<file path="config.mk">
export PLATFORM = sky130hd
export DESIGN_NAME = simon_sequence_player_flat
export DESIGN_NICKNAME = d
export VERILOG_FILES = /design/src/rtl/simon_sequence_player_if.sv /design/src/rtl/simon_sequence_player.sv /design/src/flat_wrapper.sv
export SDC_FILE = /design/constraint.sdc
export NUM_CORES = 1
export LEC_CHECK = 0
export ABC_AREA = 0
export CAP_MARGIN = 15
export CORE_ASPECT_RATIO = 0.6
export CORE_MARGIN = 10
export CORE_UTILIZATION = 50
export DETAILED_ROUTE_END_ITERATION = 16
export PLACE_DENSITY = 0.74
export SLEW_MARGIN = 5
export SYNTH_ARGS = -nofsm -noshare
export SYNTH_HDL_FRONTEND = slang
export SYNTH_SLANG_ARGS = --single-unit
</file>
<file path="constraint.sdc">
create_clock -name clk -period 5.2 [get_ports clk]
set_input_delay 0.52 -clock clk [delete_from_list [all_inputs] [get_ports clk]]
set_output_delay 0.52 -clock clk [all_outputs]
set_load 0.02 [all_outputs]
</file>
<file path="src/rtl/simon_sequence_player_if.sv">
// rtl/simon_sequence_player_if.sv - command and playback signals between controller and sequence player
interface simon_sequence_player_if #(
    parameter int MAX_LEN = 16
) ();
    localparam int LEN_W = $clog2(MAX_LEN + 1);

    logic             start;
    logic             add_step;
    logic             clear;
    logic [3:0]       button;
    logic             button_en;
    logic             busy;
    logic             done;
    logic [LEN_W-1:0] seq_len;
    logic             full;

    modport master (
        output start, add_step, clear,
        input  button, button_en, busy, done, seq_len, full
    );

    modport slave (
        input  start, add_step, clear,
        output button, button_en, busy, done, seq_len, full
    );
endinterface

</file>
<file path="src/rtl/simon_sequence_player.sv">
// rtl/simon_sequence_player.sv - stores the Simon colour sequence and plays it back as timed button codes
module simon_sequence_player #(
    parameter int MAX_LEN    = 16,
    parameter int ON_CYCLES  = 12_500_000,
    parameter int OFF_CYCLES = 6_250_000
) (
    input  logic                  clk,
    input  logic                  rst,
    simon_sequence_player_if.slave ctrl
);
    localparam int LEN_W   = $clog2(MAX_LEN + 1);
    localparam int IDX_W   = (MAX_LEN > 1) ? $clog2(MAX_LEN) : 1;
    localparam int TMAX    = (ON_CYCLES > OFF_CYCLES) ? ON_CYCLES : OFF_CYCLES;
    localparam int TIMER_W = $clog2(TMAX + 1);

    typedef enum logic [1:0] {IDLE, ON, OFF} state_t;

    state_t             state_q, state_d;
    logic [IDX_W-1:0]   idx_q, idx_d, idx_nxt;
    logic [TIMER_W-1:0] timer_q, timer_d;
    logic [LEN_W-1:0]   seq_len_q, seq_len_d;
    logic [7:0]         lfsr_q;
    logic [1:0]         colour_q [MAX_LEN];
    logic [3:0]         button_q, button_d;
    logic               button_en_q, button_en_d;
    logic               busy_q, busy_d;
    logic               done_q, done_d;
    logic               wr_en;
    logic               full;
    logic               last_step;
    logic [1:0]         first_colour;

    assign full      = (seq_len_q == LEN_W'(MAX_LEN));
    assign idx_nxt   = idx_q + IDX_W'(1);
    assign last_step = ((LEN_W'(idx_q) + LEN_W'(1)) == seq_len_q);
    // A start that coincides with the very first add_step must see the colour being written.
    assign first_colour = (wr_en && seq_len_q == '0) ? lfsr_q[1:0] : colour_q[0];

    always_comb begin
        state_d     = state_q;
        idx_d       = idx_q;
        timer_d     = timer_q;
        seq_len_d   = seq_len_q;
        wr_en       = 1'b0;
        button_d    = 4'd0;
        button_en_d = 1'b0;
        busy_d      = 1'b0;
        done_d      = 1'b0;
        case (state_q)
            IDLE: begin
                if (ctrl.clear) begin
                    seq_len_d = '0;
                end else begin
                    if (ctrl.add_step && !full) begin
                        wr_en     = 1'b1;
                        seq_len_d = seq_len_q + LEN_W'(1);
                    end
                    if (ctrl.start && seq_len_d != '0) begin
                        state_d     = ON;
                        idx_d       = '0;
                        timer_d     = '0;
                        button_d    = {2'b00, first_colour} + 4'd1;
                        button_en_d = 1'b1;
                        busy_d      = 1'b1;
                    end
                end
            end
            ON: begin
                busy_d = 1'b1;
                if (timer_q == TIMER_W'(ON_CYCLES - 1)) begin
                    state_d = OFF;
                    timer_d = '0;
                end else begin
                    timer_d     = timer_q + TIMER_W'(1);
                    button_d    = {2'b00, colour_q[idx_q]} + 4'd1;
                    button_en_d = 1'b1;
                end
            end
            OFF: begin
                if (timer_q == TIMER_W'(OFF_CYCLES - 1)) begin
                    timer_d = '0;
                    if (last_step) begin
                        state_d = IDLE;
                        done_d  = 1'b1;
                    end else begin
                        state_d     = ON;
                        idx_d       = idx_nxt;
                        button_d    = {2'b00, colour_q[idx_nxt]} + 4'd1;
                        button_en_d = 1'b1;
                        busy_d      = 1'b1;
                    end
                end else begin
                    timer_d = timer_q + TIMER_W'(1);
                    busy_d  = 1'b1;
                end
            end
            default: state_d = IDLE;
        endcase
    end

    always_ff @(posedge clk or posedge rst) begin
        if (rst) begin
            state_q     <= IDLE;
            idx_q       <= '0;
            timer_q     <= '0;
            seq_len_q   <= '0;
            lfsr_q      <= 8'hA5;
            button_q    <= 4'd0;
            button_en_q <= 1'b0;
            busy_q      <= 1'b0;
            done_q      <= 1'b0;
        end else begin
            state_q     <= state_d;
            idx_q       <= idx_d;
            timer_q     <= timer_d;
            seq_len_q   <= seq_len_d;
            lfsr_q      <= {lfsr_q[6:0], lfsr_q[7] ^ lfsr_q[5] ^ lfsr_q[4] ^ lfsr_q[3]};
            button_q    <= button_d;
            button_en_q <= button_en_d;
            busy_q      <= busy_d;
            done_q      <= done_d;
        end
    end

    always_ff @(posedge clk or posedge rst) begin
        if (rst) begin
            for (int i = 0; i < MAX_LEN; i++) colour_q[i] <= 2'd0;
        end else if (wr_en) begin
            colour_q[seq_len_q[IDX_W-1:0]] <= lfsr_q[1:0];
        end
    end

    assign ctrl.button    = button_q;
    assign ctrl.button_en = button_en_q;
    assign ctrl.busy      = busy_q;
    assign ctrl.done      = done_q;
    assign ctrl.seq_len   = seq_len_q;
    assign ctrl.full      = full;
endmodule

</file>
<file path="src/flat_wrapper.sv">
// flat-port wrapper written by rule: the top's interface ports become plain ports
module simon_sequence_player_flat 
#(
    parameter int MAX_LEN    = 16,
    parameter int ON_CYCLES  = 12_500_000,
    parameter int OFF_CYCLES = 6_250_000
)
  (clk, rst, ctrl_start, ctrl_add_step, ctrl_clear, ctrl_button, ctrl_button_en, ctrl_busy, ctrl_done, ctrl_seq_len, ctrl_full);
  simon_sequence_player_if #(.MAX_LEN(MAX_LEN)) ctrl_i ();
  input  logic clk;
  input  logic rst;
  input wire logic [$bits(ctrl_i.start)-1:0] ctrl_start;
  input wire logic [$bits(ctrl_i.add_step)-1:0] ctrl_add_step;
  input wire logic [$bits(ctrl_i.clear)-1:0] ctrl_clear;
  output wire logic [$bits(ctrl_i.button)-1:0] ctrl_button;
  output wire logic [$bits(ctrl_i.button_en)-1:0] ctrl_button_en;
  output wire logic [$bits(ctrl_i.busy)-1:0] ctrl_busy;
  output wire logic [$bits(ctrl_i.done)-1:0] ctrl_done;
  output wire logic [$bits(ctrl_i.seq_len)-1:0] ctrl_seq_len;
  output wire logic [$bits(ctrl_i.full)-1:0] ctrl_full;
  assign ctrl_i.start = ctrl_start;
  assign ctrl_i.add_step = ctrl_add_step;
  assign ctrl_i.clear = ctrl_clear;
  assign ctrl_button = ctrl_i.button;
  assign ctrl_button_en = ctrl_i.button_en;
  assign ctrl_busy = ctrl_i.busy;
  assign ctrl_done = ctrl_i.done;
  assign ctrl_seq_len = ctrl_i.seq_len;
  assign ctrl_full = ctrl_i.full;
  simon_sequence_player #(.MAX_LEN(MAX_LEN), .ON_CYCLES(ON_CYCLES), .OFF_CYCLES(OFF_CYCLES)) u_core (.clk(clk), .rst(rst), .ctrl(ctrl_i));
endmodule
</file>
==> metrics.txt <==
register area share after synthesis 0.4338; IO Port Bufs 16; max_cap viols 0; Hold Startpoint u_core.lfsr_q[6]$_DFF_PP0_; starting density of the core 0.5117; Fin Setup TNS 0 ps; H-tree lvl count 3; Reg clk slew, reported paths 60 ps; Critical Path Start Type register; Final period util 0.6961; Ys Warns 0; Rel. slew slack 0.3353; Residual DRC 0; leakage 2.236 nW; Inserted Clock Buffers 9; Nets 459; Hold Crit Class register to register; FF+latch count, synth 81; crit end category register; CTS Sinks 81; Initial DRC Count 497; ant diodes 0; row count 27; TritonCTS clock tree yes; post-synthesis area per instance approximately 11 um^2; R2R Path Start u_core.ctrl.seq_len[0]$_DFFE_PP0N_; Fmax achieved 0.2763 GHz; arrival time worst endpoint 3800 ps; Longest Clk Path Bufs 2; commonest non-fill, non-tap cell in the layout dfrtp_1; WL/cell just under 20 um; placed cell area 0.004912 mm^2; worst slew pin tran 997.1 ps; RSZ-0062 raised after global routing false; DR vias 3,638; I/O Pins 18; clk_lat worst skew 330 ps; postcts setup bufs 0; share of cells above drive strength 1 0.1816; GRT Util Overall 0.1685; Mapped Cells 435; Post-synth top flop dfrtp_1; Synth Cell Area 0.004684 mm^2; Final Hold Viols 0; via density per instance 6.316; worst path required time 5380 ps; Setup Viol. Count Final 0; Post-synth ARST share 1.000; min Tclk post-route 3620 ps; outcome finished clean; final setup skew 8.863 ps; largest net degree at the start of global routing 82; initial antenna violation count 0; CP startpoint u_core.ctrl.seq_len[0]$_DFFE_PP0N_; Final Max Slew Viols 0; DP Wirelength 8012 um; Final Routed Wirelength 11,150 um; GR Overflow Total 0; core area slightly above 0.009 mm^2; First-pass DRT Iterations 5; Crit Path Class register to register; Post-Syn Nets 453; die area 0.01377 mm^2; area grow syn2layout 10.68%; Detail Route Antenna Nets 0; post-cts resize count 0; Worst Path Max Fanout 14; vias in the first global route 3,584; Die W 145.0 um; final instance area 0.005185 mm^2; number of synthesized flops with an enable pin 0; hold buffers post-CTS 0; most frequent cells in the layout dfrtp_1 (77), nand2_1 (48), mux2_2 (37); die span in y 94.98 um; Pwr Density 364.5 mW/mm^2; Worst VDD drop about 0.20 mV; Yosys cell types 62; clock root buffer master clkbuf_16; routability cong. roughly 0.87; first-pass GRT wire length 18,860 um
[registers in the layout, indices dropped and copies added (netlist names)]
signal                 flops
u_core.colour_q           32
u_core.ctrl.busy           1
u_core.ctrl.button         3
u_core.ctrl.button_en      1
u_core.ctrl.done           1
u_core.ctrl.seq_len        5
u_core.idx_q               4
u_core.lfsr_q              8
u_core.state_q             2
u_core.timer_q            24
[worst max-delay path, stage by stage, from the launching register on]
cell and delay [ps]:
dfrtp_1 520, inv_1 150, ha_1 260, nand4bb_1 220, a2111oi_0 620, nor4b_2 180, o21bai_1 670, nand2b_1 600
o311ai_0 240
[cell usage after synthesis, types with 5 or more instances]
master,count,share of area
a21o_1,9,0.014
a21oi_1,13,0.014
a22o_1,10,0.019
and3_1,6,0.0080
clkbuf_1,17,0.014
dfrtp_1,77,0.41
ha_1,13,0.035
inv_1,16,0.013
mux2_2,37,0.089
mux4_2,18,0.087
nand2_1,48,0.038
nand2b_1,7,0.0093
nand3_1,17,0.018
nand4_1,6,0.0080
nor2_1,25,0.020
nor3_1,8,0.0085
o21ai_0,14,0.015
o22ai_1,6,0.0080
xor2_1,5,0.0093
[logic make-up after synthesis]
kind of cell | synth area share
flops | 0.4338
simple gates | 0.1514
mux | 0.1819
other cells | 0.0008005
xor+xnor | 0.01977
compound gates | 0.1394
buf+inv | 0.03819
fa+ha+maj | 0.03472
[power by group]
group	internal, W	switching (W)	total (W)
logic	0.000222	0.000380	0.000603
clock network	0.000349	0.000233	0.000582
registers	0.000662	0.0000430	0.000705
total	0.00123	0.000656	0.00189
[through the flow]
step | setup slack (ps) | instances | hold slack, ps | util | power [W]
2_1_floorplan | 2148 | 435 | 333.0 | - | 0.001157
3_3_place_gp | 1857 | 560 | 336.0 | 0.5366 | 0.001284
3_5_place_dp | 1596 | 560 | 349.8 | 0.5366 | 0.001306
4_1_cts | 1587 | 576 | 350.5 | 0.5664 | 0.001891
5_1_grt | 1199 | 576 | 373.6 | 0.5664 | 0.002008
6_report | 1580 | 576 | 351.1 | 0.5664 | 0.001890
[path summary, 6_finish.rpt]
kind | endpoint | slack [ps] | depth (start not counted)
max | u_core.timer_q[9]$_DFFE_PP0P_ | 1580 | 8
min | u_core.lfsr_q[7]$_DFF_PP1_ | 350 | 0
max reg2reg | u_core.timer_q[9]$_DFFE_PP0P_ | 1580 | 8
min reg2reg | u_core.lfsr_q[7]$_DFF_PP1_ | 350 | 0
max in group asynchronous | u_core.ctrl.button[2]$_DFF_PP0_ | 3740 | 3
min in group asynchronous | u_core.ctrl.seq_len[0]$_DFFE_PP0N_ | 820 | 3
[area by class of cell]
type	instances	area [um^2]
Timing Repair Buffer	19	182.7
Sequential cell	81	2032
Multi-Input combinational cell	314	2474
Clock inverter	1	5.005
Inverter	16	61.31
Fill cell	766	3970
Clock buffer	15	267.8
Tap cell	130	162.7
[per-layer routing]
layer	up-vias	routed length [um]	GRT usage
met4	0	74	0.03638
met3	7	1094	0.05919
met2	183	4647	0.2393
li1	1629	-	-
met5	-	0	0
met1	1819	5330	0.2409
Power figures use the tool's default switching activity.
